### config.mk
export PLATFORM = sky130hd
export DESIGN_NAME = tune_sequencer
export DESIGN_NICKNAME = d
export VERILOG_FILES = /design/src/rtl/tune_pkg.sv /design/src/rtl/tune_beat_timer.sv /design/src/rtl/tune_sequencer.sv
export SDC_FILE = /design/constraint.sdc
export NUM_CORES = 1
export LEC_CHECK = 0
export ABC_AREA = 1
export CORE_ASPECT_RATIO = 0.75
export CORE_MARGIN = 2
export CORE_UTILIZATION = 65
export CTS_CLUSTER_DIAMETER = 30
export CTS_CLUSTER_SIZE = 12
export DETAILED_ROUTE_END_ITERATION = 16
export PLACE_DENSITY_LB_ADDON = 0.05
export SYNTH_ARGS = -nofsm -noshare
export SYNTH_HDL_FRONTEND = slang
export SYNTH_HIERARCHICAL = 1
export SYNTH_SLANG_ARGS = --single-unit
export TNS_END_PERCENT = 50
### constraint.sdc
create_clock -name clk -period 6.51 [get_ports clk]
set_clock_uncertainty 0.05 [all_clocks]
set_input_delay 1.6275 -clock clk [delete_from_list [all_inputs] [get_ports clk]]
set_output_delay 1.6275 -clock clk [all_outputs]
set_load 0.005 [all_outputs]
### src/rtl/tune_pkg.sv
// rtl/tune_pkg.sv - shared FSM encoding, entry layout and constants for the tune sequencer
package tune_pkg;

  typedef enum logic [2:0] {
    S_IDLE,
    S_FETCH,
    S_LOAD,
    S_PLAY,
    S_GAP
  } state_t;

  localparam logic [7:0] TUNE_REST = 8'h00;
  localparam logic [7:0] END_BEATS = 8'h00;

  localparam int TUNE_MSB  = 15;
  localparam int TUNE_LSB  = 8;
  localparam int BEATS_MSB = 7;
  localparam int BEATS_LSB = 0;

  // Bits needed to hold max(a, b) - 1, never less than one.
  function automatic int cnt_width(input int a, input int b);
    int m;
    m = (a > b) ? a : b;
    return (m > 1) ? $clog2(m) : 1;
  endfunction

endpackage

### src/rtl/tune_beat_timer.sv
// rtl/tune_beat_timer.sv - beats x period down-counter with a single-cycle terminal-count pulse
module tune_beat_timer #(
  parameter int CW = 4
) (
  input  logic          clk,
  input  logic          rst_n,
  input  logic          clr,
  input  logic          load,
  input  logic [7:0]    load_beats,
  input  logic [CW-1:0] load_period,
  output logic          tc
);

  logic          run_q, run_d;
  logic [7:0]    beat_q, beat_d;
  logic [CW-1:0] cyc_q, cyc_d;
  logic [CW-1:0] period_q, period_d;

  // tc marks the last cycle of the loaded interval
  assign tc = run_q && (cyc_q == '0) && (beat_q == 8'd0);

  always_comb begin
    run_d    = run_q;
    beat_d   = beat_q;
    cyc_d    = cyc_q;
    period_d = period_q;
    if (clr) begin
      run_d    = 1'b0;
      beat_d   = 8'd0;
      cyc_d    = '0;
      period_d = '0;
    end else if (load) begin
      run_d    = |load_beats;
      beat_d   = load_beats - 8'd1;
      cyc_d    = load_period;
      period_d = load_period;
    end else if (run_q) begin
      if (cyc_q == '0) begin
        if (beat_q == 8'd0) begin
          run_d = 1'b0;
        end else begin
          beat_d = beat_q - 8'd1;
          cyc_d  = period_q;
        end
      end else begin
        cyc_d = cyc_q - CW'(1);
      end
    end
  end

  always_ff @(posedge clk or negedge rst_n) begin
    if (!rst_n) begin
      run_q    <= 1'b0;
      beat_q   <= 8'd0;
      cyc_q    <= '0;
      period_q <= '0;
    end else begin
      run_q    <= run_d;
      beat_q   <= beat_d;
      cyc_q    <= cyc_d;
      period_q <= period_d;
    end
  end

endmodule

### src/rtl/tune_sequencer.sv
// rtl/tune_sequencer.sv - walks a note ROM, holding each tune code for its beats then a short gap
module tune_sequencer
  import tune_pkg::*;
#(
  parameter int ADDR_W      = 8,
  parameter int BEAT_CYCLES = 12500000,
  parameter int GAP_CYCLES  = 500000
) (
  input  logic              clk,
  input  logic              rst_n,
  input  logic              start,
  input  logic              stop,
  input  logic              loop_en,
  output logic [ADDR_W-1:0] rom_addr,
  input  logic [15:0]       rom_data,
  output logic [7:0]        tune,
  output logic              busy,
  output logic              note_strobe,
  output logic              done
);

  localparam int CW = cnt_width(BEAT_CYCLES, GAP_CYCLES);
  localparam logic [CW-1:0] BEAT_LD = CW'(BEAT_CYCLES - 1);
  localparam logic [CW-1:0] GAP_LD  = CW'(GAP_CYCLES - 1);

  state_t            state_q, state_d;
  logic [ADDR_W-1:0] addr_q, addr_d;
  logic [7:0]        tune_q, tune_d;
  logic              strobe_q, strobe_d;
  logic              done_q, done_d;
  logic              last_q, last_d;

  logic              tmr_clr, tmr_load, tmr_tc;
  logic [7:0]        tmr_beats;
  logic [CW-1:0]     tmr_period;

  logic [7:0]        entry_tune, entry_beats;

  assign entry_tune  = rom_data[TUNE_MSB:TUNE_LSB];
  assign entry_beats = rom_data[BEATS_MSB:BEATS_LSB];

  assign rom_addr    = addr_q;
  assign tune        = tune_q;
  assign busy        = (state_q != S_IDLE);
  assign note_strobe = strobe_q;
  assign done        = done_q;

  tune_beat_timer #(.CW(CW)) u_timer (
    .clk         (clk),
    .rst_n       (rst_n),
    .clr         (tmr_clr),
    .load        (tmr_load),
    .load_beats  (tmr_beats),
    .load_period (tmr_period),
    .tc          (tmr_tc)
  );

  always_comb begin
    state_d    = state_q;
    addr_d     = addr_q;
    tune_d     = tune_q;
    strobe_d   = 1'b0;
    done_d     = 1'b0;
    last_d     = last_q;
    tmr_clr    = 1'b0;
    tmr_load   = 1'b0;
    tmr_beats  = entry_beats;
    tmr_period = BEAT_LD;

    if (stop) begin
      state_d = S_IDLE;
      tune_d  = TUNE_REST;
      last_d  = 1'b0;
      tmr_clr = 1'b1;
    end else begin
      unique case (state_q)
        S_IDLE: begin
          if (start) begin
            addr_d  = '0;
            last_d  = 1'b0;
            state_d = S_FETCH;
          end
        end
        S_FETCH: state_d = S_LOAD;
        S_LOAD: begin
          // last_q stands in for an end marker once the top address has played
          if (last_q || (entry_beats == END_BEATS)) begin
            last_d = 1'b0;
            tune_d = TUNE_REST;
            if (loop_en) begin
              addr_d  = '0;
              state_d = S_FETCH;
            end else begin
              done_d  = 1'b1;
              state_d = S_IDLE;
            end
          end else begin
            tune_d   = entry_tune;
            strobe_d = 1'b1;
            tmr_load = 1'b1;
            state_d  = S_PLAY;
          end
        end
        S_PLAY: begin
          if (tmr_tc) begin
            tune_d     = TUNE_REST;
            tmr_load   = 1'b1;
            tmr_beats  = 8'd1;
            tmr_period = GAP_LD;
            state_d    = S_GAP;
          end
        end
        S_GAP: begin
          if (tmr_tc) begin
            if (addr_q == '1) begin
              last_d = 1'b1;
            end else begin
              addr_d = addr_q + ADDR_W'(1);
            end
            state_d = S_FETCH;
          end
        end
        default: begin
          state_d = S_IDLE;
          tune_d  = TUNE_REST;
          tmr_clr = 1'b1;
        end
      endcase
    end
  end

  always_ff @(posedge clk or negedge rst_n) begin
    if (!rst_n) begin
      state_q  <= S_IDLE;
      addr_q   <= '0;
      tune_q   <= TUNE_REST;
      strobe_q <= 1'b0;
      done_q   <= 1'b0;
      last_q   <= 1'b0;
    end else begin
      state_q  <= state_d;
      addr_q   <= addr_d;
      tune_q   <= tune_d;
      strobe_q <= strobe_d;
      done_q   <= done_d;
      last_q   <= last_d;
    end
  end

endmodule

==> impl_metrics.tcl, run 1 <==
set metrics [dict create \
    cts_setup_buffers 0 \
    cts_tree "done" \
    cts_buffers 9 \
    period_needed_ps 4050 \
    yosys_warnings 6 \
    antenna_found_initial 0 \
    root_buffer "clkbuf_8" \
    r2r-end "u_timer/beat_q[6]$_DFFE_PN0P_" \
    nNetsFinal 825 \
    finalCritPeriodShare 0.621 \
    ys_seq_area_frac 0.376 \
    p_per_area_mw_per_mm2 413 \
    power_leakage_nw 3.15 \
    fp.dieW_um 108 \
    p_sw_mw 1.21 \
    via_per_inst 5.53 \
    start_util 0.669 \
    place_congestion 0.919 \
    maxCapViolCount 0 \
    crit_arrival_ps 4280 \
    cts_htree_levels 3 \
    clk_pin_slew_ps 80 \
    synth.cell_area_mm2 0.00525 \
    post-route-drc-count 0 \
    track_usage 0.301 \
    synth_cells 759 \
    slew_viol_final 0 \
    ys_types 42 \
    area_growth_pct 11.7 \
    rows 28 \
    routed_wl_um 12500 \
    clockPowerShare 0.142 \
    seq_power_share 0.288 \
    p_int_mw 1.21 \
    pre_cts_ws_ps 2160 \
    outcome "complete, no violations" \
    reg2reg_slack_ps 3040 \
    io_pins 40 \
    cts-resized-gates 0 \
    cp-endpoint "u_timer/beat_q[6]$_DFFE_PN0P_" \
    cp-end-kind "flop" \
    grt_pass1_wl_um 21000 \
    rr_worst_depth 16 \
    regArea_mm2 0.00198 \
    drt-initial-drc-count 396 \
    holdWs_ps 429 \
    hold_buffers 0 \
    slew_headroom 0.330 \
    cts.sinks 79 \
    dp_hpwl_um 8710 \
    critPathMaxStageDelay_ps 470 \
    first_global_vias 4717 \
    cp.required_ps 6740 \
    cpMostUsedCell "nand2_1" \
    cp_slowest_cell "clkdlybuf4s50_1" \
    portBuffers 39 \
    grt_max_degree 80 \
    crit_path_start "rom_data[3]" \
    setup_viol 0 \
    synth_area_per_cell_um2 6.92 \
    overflow 0 \
    fmax_ghz 0.247 \
    dieArea_mm2 0.00882 \
    finalHoldViolCount 0 \
    r2r-start "u_timer/cyc_q[8]$_DFFE_PN0P_" \
    clk_latency_ps 360 \
    postRouteAntennaNets 0 \
    antennaDiodeCount 0 \
    dr_total_vias 5028 \
    multiInputGateArea_mm2 0.00283 \
    peakVddDrop_v 0.000222 \
    finalPower_mw 2.42 \
    p_sw_frac 0.501 \
    rsz0062_at_grt "false" \
    cp_cell_sequence "clkdlybuf4s50_1 > inv_1 > nand2_1 > nor2_1 > nand2_1 > nand3_4 > a21oi_1 > buf_4 > inv_2 > nand2_1 > and2_1 > ha_1 > nand3_1 > o21ai_0 > nand3_1 > o21ai_2" \
    core_mm2 0.00785 \
    nFillCells 636 \
    cp_max_fo 25 \
    route.detailed.wl_per_inst_um 13.8 \
    comb_power_share 0.570 \
    final_layout_size_suffix_gt1_frac 0.0894 \
    finalSetupTns_ps 0 \
    ys_seq_elements 79 \
    drtPass1Iterations 5 \
    max_slew.worst_pin.slew_ps 1010 \
    worstSetupStartpointType "input port" \
    hold_class "reg -> reg" \
    fp.dieH_um 81.8 \
    cts_buffer_depth 2 \
    critPathKind "in -> reg" \
    setup_ws_ps 2460 \
]
==> how the worst min path moves through the flow <==
stage | startpoint | endpoint | cells after the start
floorplan | last_q$_DFFE_PN0P_ | last_q$_DFFE_PN0P_ | 2
global placement | last_q$_DFFE_PN0P_ | last_q$_DFFE_PN0P_ | 2
detailed placement | u_timer/period_q[0]$_DFFE_PN0P_ | u_timer/period_q[0]$_DFFE_PN0P_ | 2
CTS | u_timer/period_q[0]$_DFFE_PN0P_ | u_timer/period_q[0]$_DFFE_PN0P_ | 2
global route | tune[7]$_DFFE_PN0P_ | tune[7]$_DFFE_PN0P_ | 2
finish | u_timer/period_q[0]$_DFFE_PN0P_ | u_timer/period_q[0]$_DFFE_PN0P_ | 2
==> synth_stat cells, drive strengths merged <==
master	n	area [µm²]
a21oi	22	114
nor3	4	25.0
and2	2	12.5
or2	1	6.26
mux2i	1	10.0
dfrtp	79	1980
o21bai	4	30.0
nand2	251	997
o21ai	41	213
conb	2	7.51
ha	4	50.1
nor4	1	6.26
nand3b	14	109
buf	19	135
inv	88	330
nand3	90	518
xnor2	3	26.3
clkinv	2	8.75
a211oi	1	7.51
clkbuf	6	22.5
xor2	9	78.8
nor2	98	439
nand4	17	128
==> area by class of cell <==
| class | count | area share |
|---|---|---|
| clock buffer | 11 | 0.0258 |
| tap | 105 | 0.0224 |
| clock inverter | 5 | 0.00554 |
| timing repair buffer | 42 | 0.0699 |
| multi-input combinational | 578 | 0.482 |
| inverter | 90 | 0.0578 |
| sequential | 79 | 0.337 |
==> state kept, by name, indices dropped and copies added, names as in the netlist <==
signal	count
rom_addr	8
u_timer/period_q	24
u_timer/cyc_q	24
u_timer/beat_q	8
tune	8
u_timer/run_q	1
state_q	3
last_q	1
done	1
note_strobe	1
==> critical path, delay by kind of cell <==
family / cells / cell delay [ps]
buf+inv: 4 / 1000
fa+ha+maj: 1 / 220
compound gates: 3 / 500
simple gates: 8 / 930
==> cell usage in the layout, fill, tap and decap left out, drive strengths merged <==
cell	instances
and2	2
nor4	1
xor2	9
mux2i	1
clkbuf	11
a211oi	1
buf	4
or2	1
inv	88
dfrtp	79
xnor2	3
nand2	251
nand3	90
nand4	17
nand3b	14
clkdlybuf4s50	38
a21oi	22
nor3	4
nor2	98
o21ai	41
o21bai	4
ha	4
clkinv	7
conb	15
==> cells by family (layout without fill, tap and decap cells) <==
family	after synthesis	count (layout)	share of synthesized area
compound gates	68	68	0.0693
xor+xnor	12	12	0.0200
fa+ha+maj	4	4	0.00953
buf+inv	115	148	0.0946
flops	79	79	0.376
mux	1	1	0.00191
other cells	2	15	0.00143
simple gates	478	478	0.427
==> routing by layer <==
metal	part of all wire	GRT usage	up-vias
met1	0.45	0.403	2353
met5	0	0	-
met4	0.013	0.0923	0
met3	0.065	0.0619	18
met2	0.47	0.497	181
li1	-	-	2476
==> power by group through the flow <==
stage               registers, mW  clock network (mW)  logic (mW)
finish                      0.699               0.344        1.38
global placement            0.701                   0        1.30
CTS                         0.695               0.354        1.36
floorplan                   0.679                   0        1.10
global route                0.712               0.375        1.55
detailed placement          0.705                   0        1.35
==> through the flow <==
step | instance area (µm²) | util | cells
floorplan | 5300 | - | 772
detailed placement | 5680 | 0.724 | 894
CTS | 5870 | 0.748 | 910
global placement | 5680 | 0.724 | 894
finish | 5870 | 0.748 | 910
global route | 5870 | 0.748 | 910
(Power assumes the default switching activity.)
==> run 2: changes to the inputs <==
--- a/config.mk
+++ b/config.mk
@@ -8,7 +8,7 @@
 export ABC_AREA = 1
 export CORE_ASPECT_RATIO = 0.75
 export CORE_MARGIN = 2
-export CORE_UTILIZATION = 65
+export CORE_UTILIZATION = 54
 export CTS_CLUSTER_DIAMETER = 30
 export CTS_CLUSTER_SIZE = 12
 export DETAILED_ROUTE_END_ITERATION = 16
==> constraint.sdc (replaced) <==
create_clock -name clk -period 3.7 [get_ports clk]
set_clock_uncertainty 0.05 [all_clocks]
set_input_delay 0.925 -clock clk [delete_from_list [all_inputs] [get_ports clk]]
set_output_delay 0.925 -clock clk [all_outputs]
set_load 0.005 [all_outputs]
==> run 2 against run 1 <==
  * Design area rose by 3.7%
  * First-iteration DRC count shrank 30%
  * Largest power group unchanged
  * Clock power increased to 3.0 times the previous value
  * Global-route usage is 5.8 points lower
  * Cell count increased by 3.0%
  * Power grew 93%
  * Critical path type is now reg -> reg
  * Critical endpoint is now u_timer/beat_q[7]$_DFFE_PN0P_
  * Non-clock buffer count increased by 1
  * Wire length down 1.7%
==> impl_metrics.tcl, run 2 (synthesized netlist as in run 1, its figures left out) <==
set metrics [dict create \
    outcome "complete, no violations" \
    rr_worst_depth 16 \
    finalHoldViolCount 0 \
    worstHoldEndpoint "u_timer/period_q[0]$_DFFE_PN0P_" \
    final_cell_area_mm2 0.00608 \
    finalSetupTns_ps 0 \
    holdWs_ps 427 \
    core_mm2 0.00954 \
    routed_wl_um 12300 \
    critPathMaxStageDelay_ps 460 \
    antennaDiodeCount 0 \
    antenna_found_initial 0 \
    start_util 0.550 \
    comb_power_share 0.515 \
    peakVddDrop_v 0.000318 \
    layout_common_cells "nand2_1 (239), nor2_1 (85), inv_1 (82)" \
    cpMostUsedCell "nand2_1" \
    route.detailed.wl_per_inst_um 13.1 \
    io_pins 40 \
    dr_total_vias 4830 \
    seq_power_share 0.264 \
    nNetsFinal 826 \
    layout_commonest_cell "nand2_1" \
    cts_buffers 9 \
    cts_setup_buffers 0 \
    area_growth_pct 15.9 \
    worstSetupStartpointType "flop" \
    hold_buffers 0 \
    track_usage 0.243 \
    rsz0062_at_grt "false" \
    hold_class "reg -> reg" \
    fp.dieH_um 89.4 \
    post-route-drc-count 0 \
    slew_headroom 0.329 \
    fmax_ghz 0.306 \
    reg2reg_slack_ps 430 \
    p_int_mw 2.55 \
    multiInputGateArea_mm2 0.00283 \
    final_layout_size_suffix_gt1_frac 0.0882 \
    grt_max_degree 80 \
    p_sw_frac 0.455 \
    finalPower_mw 4.68 \
    postRouteAntennaNets 0 \
    largestRegisters "u_timer/cyc_q (24), u_timer/period_q (24)" \
    drtPass1Iterations 4 \
    overflow 0 \
    clk_latency_ps 330 \
    final_cells 937 \
    cts-resized-gates 0 \
    fin_util 0.638 \
    critPathKind "reg -> reg" \
    rows 31 \
    r2r-start "u_timer/cyc_q[8]$_DFFE_PN0P_" \
    dieArea_mm2 0.0105 \
    portBuffers 39 \
    cp-end-kind "flop" \
    first_global_vias 4397 \
    cts_tree "done" \
    cp_max_fo 19 \
    clk_pin_slew_ps 60 \
    regArea_mm2 0.00198 \
    r2r-end "u_timer/beat_q[7]$_DFFE_PN0P_" \
    hold_depth 2 \
    dpl_cell_area_mm2 0.00574 \
    cp.required_ps 3910 \
    maxCapViolCount 0 \
    setup_ws_ps 428 \
    cts.sinks 79 \
    place_congestion 0.948 \
    p_per_area_mw_per_mm2 769 \
    slew_viol_final 0 \
    cts_buffer_depth 2 \
    hold_start "u_timer/period_q[0]$_DFFE_PN0P_" \
    finalCritPeriodShare 0.884 \
    cts_htree_levels 3 \
    max_slew.worst_pin.slew_ps 1010 \
    fp.dieW_um 118 \
    clockPowerShare 0.221 \
    crit_arrival_ps 3480 \
    cp_cell_sequence "nor2_4 > nand2_2 > nor2_4 > nand4_4 > nor2_1 > nand2_2 > a21oi_1 > buf_4 > inv_2 > o21ai_0 > nand2_1 > nor2_1 > nand2_1 > nand2_1 > nand3_1 > o21ai_2" \
    power_leakage_nw 3.23 \
    cp_slowest_cell "dfrtp_1" \
    root_buffer "clkbuf_16" \
    drt-initial-drc-count 276 \
    setup_viol 0 \
    nFillCells 900 \
    place_inst 922 \
    period_needed_ps 3270 \
    p_sw_mw 2.13 \
    via_per_inst 5.15 \
    pre_cts_ws_ps 285 \
    dp_hpwl_um 8560 \
    grt_pass1_wl_um 20700 \
]
[run 2: layer usage]
| layer | routed length (µm) | up-vias | track usage | part of all wire |
|---|---|---|---|---|
| met1 | 6070 | 2250 | 0.328 | 0.49 |
| met4 | 72 | 0 | 0.0526 | 0.0058 |
| met5 | 0 | - | 0 | 0 |
| met2 | 5740 | 92 | 0.419 | 0.47 |
| li1 | - | 2482 | - | - |
| met3 | 441 | 6 | 0.0408 | 0.036 |
[run 2: cell type report]
type / count / area share
Sequential cell: 79 / 0.325
Multi-Input combinational cell: 578 / 0.465
Tap cell: 132 / 0.0271
Clock buffer: 12 / 0.0422
Timing Repair Buffer: 43 / 0.0707
Clock inverter: 3 / 0.0148
Inverter: 90 / 0.0557
[run 2: power by group through the flow]
stage	registers [mW]	clock network (mW)	logic, mW
5_1_grt	1.26	1.09	2.74
6_report	1.24	1.03	2.41
3_3_place_gp	1.24	0	2.33
3_5_place_dp	1.24	0	2.38
2_1_floorplan	1.19	0	1.94
4_1_cts	1.23	1.05	2.39
[run 2: worst max path at each step]
stage                                       start                            end  slack, ps  cells after the start
global placement                      rom_data[1]  u_timer/beat_q[7]$_DFFE_PN0P_        340                     16
finish               u_timer/cyc_q[8]$_DFFE_PN0P_  u_timer/beat_q[7]$_DFFE_PN0P_        430                     16
global route        u_timer/cyc_q[15]$_DFFE_PN0P_  u_timer/beat_q[7]$_DFFE_PN0P_        150                     16
CTS                  u_timer/cyc_q[8]$_DFFE_PN0P_  u_timer/beat_q[6]$_DFFE_PN0P_        470                     16
detailed placement                    rom_data[3]  u_timer/beat_q[6]$_DFFE_PN0P_        290                     16
floorplan            u_timer/cyc_q[8]$_DFFE_PN0P_  u_timer/beat_q[6]$_DFFE_PN0P_        970                     17
[run 2: critical path, delay by kind of cell (launching register included)]
family | cells | cell delay, ps
AO/OA/AOI/OAI | 3 | 630
flip-flops | 1 | 460
AND/OR/NAND/NOR | 11 | 1720
buffers and inverters | 2 | 350
==> run 3: changes to the inputs <==
--- a/config.mk
+++ b/config.mk
@@ -12,7 +12,8 @@
 export CTS_CLUSTER_DIAMETER = 30
 export CTS_CLUSTER_SIZE = 12
 export DETAILED_ROUTE_END_ITERATION = 16
-export PLACE_DENSITY_LB_ADDON = 0.05
+export PLACE_DENSITY = 0.77
+export REMOVE_ABC_BUFFERS = 1
 export SYNTH_ARGS = -nofsm -noshare
 export SYNTH_HDL_FRONTEND = slang
 export SYNTH_HIERARCHICAL = 1
==> run 3 against run 2 <==
  * Flip-flop and latch count unchanged
  * Sequential share of layout area rose by 0.22 points
  * Hold slack improved by 2.8 ps
  * Power fell by 2.1%
  * Via count grew 4.6%
  * Die area did not move
  * Utilization decreased by 0.42 points
  * First-iteration DRC count up 36%
  * Design area shrank 0.66%
  * Register-to-register slack worse by 100 ps
==> impl_metrics.tcl, run 3 (synthesized netlist as in run 1, its figures left out) <==
set metrics [dict create \
    outcome "complete, no violations" \
    cts_tree "done" \
    rows 31 \
    fmax_ghz 0.296 \
    peakVddDrop_v 0.000387 \
    setup_viol 0 \
    critPathKind "reg -> reg" \
    fp.dieW_um 118 \
    cts_setup_buffers 0 \
    portBuffers 39 \
    cp.required_ps 3920 \
    worstSetupStartpointType "flop" \
    crit_buf_inv 2 \
    cp_slowest_cell "dfrtp_1" \
    post-route-drc-count 0 \
    r2r-start "u_timer/cyc_q[8]$_DFFE_PN0P_" \
    finalCritPeriodShare 0.912 \
    max_slew.worst_pin.slew_ps 1010 \
    gr-usage-met2 0.420 \
    period_needed_ps 3370 \
    multiInputGateArea_mm2 0.00283 \
    root_buffer "clkbuf_16" \
    postRouteAntennaNets 0 \
    cp_max_fo 19 \
    antennaDiodeCount 0 \
    grt_pass1_wl_um 21200 \
    hold_buffers 0 \
    nNetsFinal 827 \
    regArea_mm2 0.00198 \
    cts.sinks 79 \
    place_inst 923 \
    finalHoldViolCount 0 \
    place_congestion 0.950 \
    maxCapViolCount 0 \
    slew_headroom 0.328 \
    layout_commonest_cell "nand2_1" \
    use_met1 0.330 \
    first_global_vias 4556 \
    critPathTopFamily "simple AND/OR/NAND/NOR gates" \
    hold_class "reg -> reg" \
    cts-resized-gates 0 \
    track_usage 0.252 \
    via_per_inst 5.39 \
    hold_start "u_timer/period_q[0]$_DFFE_PN0P_" \
    cp-end-kind "flop" \
    holdWs_ps 430 \
    grt_max_degree 80 \
    core_mm2 0.00954 \
    cts_htree_levels 3 \
    dp_hpwl_um 8860 \
    top_usage_layer "met2" \
    slew_viol_final 0 \
    clk_pin_slew_ps 60 \
    io_pins 40 \
    final_layout_size_suffix_gt1_frac 0.0893 \
    drtPass1Iterations 5 \
    dr_total_vias 5052 \
    overflow 0 \
    cp_cell_sequence "nor2_4 > nand2_2 > nor2_4 > nand4_4 > nor2_1 > nand2_2 > a21oi_1 > buf_4 > inv_2 > nand2_1 > and2_1 > ha_1 > nand3_1 > o21ai_0 > nand3_1 > o21ai_2" \
    route.detailed.wl_per_inst_um 13.7 \
    cts_buffer_depth 2 \
    cts_buffers 9 \
    rr_worst_depth 16 \
    critPathMaxStageDelay_ps 460 \
    largestRegisters "u_timer/cyc_q (24), u_timer/period_q (24)" \
    nFillCells 891 \
    reg2reg_slack_ps 330 \
    drt-initial-drc-count 376 \
    antenna_found_initial 0 \
    grtUsageMet3 0.0497 \
    p_per_area_mw_per_mm2 758 \
    rsz0062_at_grt "false" \
    fp.dieH_um 89.4 \
    worstHoldEndpoint "u_timer/period_q[0]$_DFFE_PN0P_" \
    power_leakage_nw 3.21 \
    fin_util 0.633 \
    hold_depth 2 \
    dieArea_mm2 0.0105 \
    area_growth_pct 15.1 \
    final_cells 938 \
    clk_latency_ps 340 \
    r2r-end "u_timer/beat_q[6]$_DFFE_PN0P_" \
    crit_arrival_ps 3590 \
    start_util 0.550 \
    routed_wl_um 12800 \
    layout_common_cells "nand2_1 (239), nor2_1 (85), inv_1 (82)" \
]
-- run 3: changes by cell type in the layout (fill, tap and decap cells not counted) --
cell        previous run  this run
clkinv_2               1         2
bufinv_16              3         1
buf_4                  4         5
clkinvlp_4             0         1
-- run 3: per-layer routing --
metal / wire (µm) / vias up
li1: - / 2479
met5: 0 / -
met4: 283 / 0
met1: 5840 / 2403
met2: 5960 / 146
met3: 741 / 24
-- run 3: where the power goes --
part / internal, mW / total [mW] / leakage (nW) / switching [mW]
logic: 0.803 / 2.44 / 1.99 / 1.64
clock network: 0.555 / 0.903 / 0.145 / 0.349
registers: 1.06 / 1.24 / 1.08 / 0.181
total: 2.41 / 4.58 / 3.21 / 2.17
-- run 3: how the worst max path moves through the flow --
stage / from / endpoint / slack [ps] / cells after the start
2_1_floorplan: u_timer/cyc_q[8]$_DFFE_PN0P_ / u_timer/beat_q[7]$_DFFE_PN0P_ / -540 / 15
6_report: u_timer/cyc_q[8]$_DFFE_PN0P_ / u_timer/beat_q[6]$_DFFE_PN0P_ / 330 / 16
3_3_place_gp: rom_data[1] / u_timer/beat_q[6]$_DFFE_PN0P_ / 320 / 16
5_1_grt: u_timer/cyc_q[8]$_DFFE_PN0P_ / u_timer/beat_q[6]$_DFFE_PN0P_ / 90 / 16
3_5_place_dp: rom_data[6] / u_timer/beat_q[6]$_DFFE_PN0P_ / 190 / 16
4_1_cts: u_timer/cyc_q[8]$_DFFE_PN0P_ / u_timer/beat_q[6]$_DFFE_PN0P_ / 360 / 16
-- run 3: layout make-up --
cell class / instances / share of cell area
clock inverters: 3 / 0.00704
inverters: 90 / 0.0561
flip-flops and latches: 79 / 0.327
repair buffers: 44 / 0.0724
well taps: 132 / 0.0273
clock buffers: 12 / 0.0424
multi-input cells: 578 / 0.468
-- run 3: through the flow --
| step | power [mW] | setup TNS [ps] | setup slack [ps] | instance area, µm² |
|---|---|---|---|---|
| detailed placement | 3.64 | 0 | 191 | 5750 |
| finish | 4.58 | 0 | 326 | 6040 |
| global route | 4.97 | 0 | 94.0 | 6040 |
| global placement | 3.57 | 0 | 324 | 5750 |
| CTS | 4.58 | 0 | 359 | 6040 |
| floorplan | 3.03 | -4930 | -535 | 5140 |
-- run 3: worst register-to-register path, cell delays in order (launching register included) --
cell and delay (ps):
dfrtp_1 460, nor2_4 240, nand2_2 110, nor2_4 290, nand4_4 160, nor2_1 240, nand2_2 110, a21oi_1 170
buf_4 260, inv_2 110, nand2_1 70, and2_1 200, ha_1 230, nand3_1 150, o21ai_0 230, nand3_1 120
o21ai_2 120
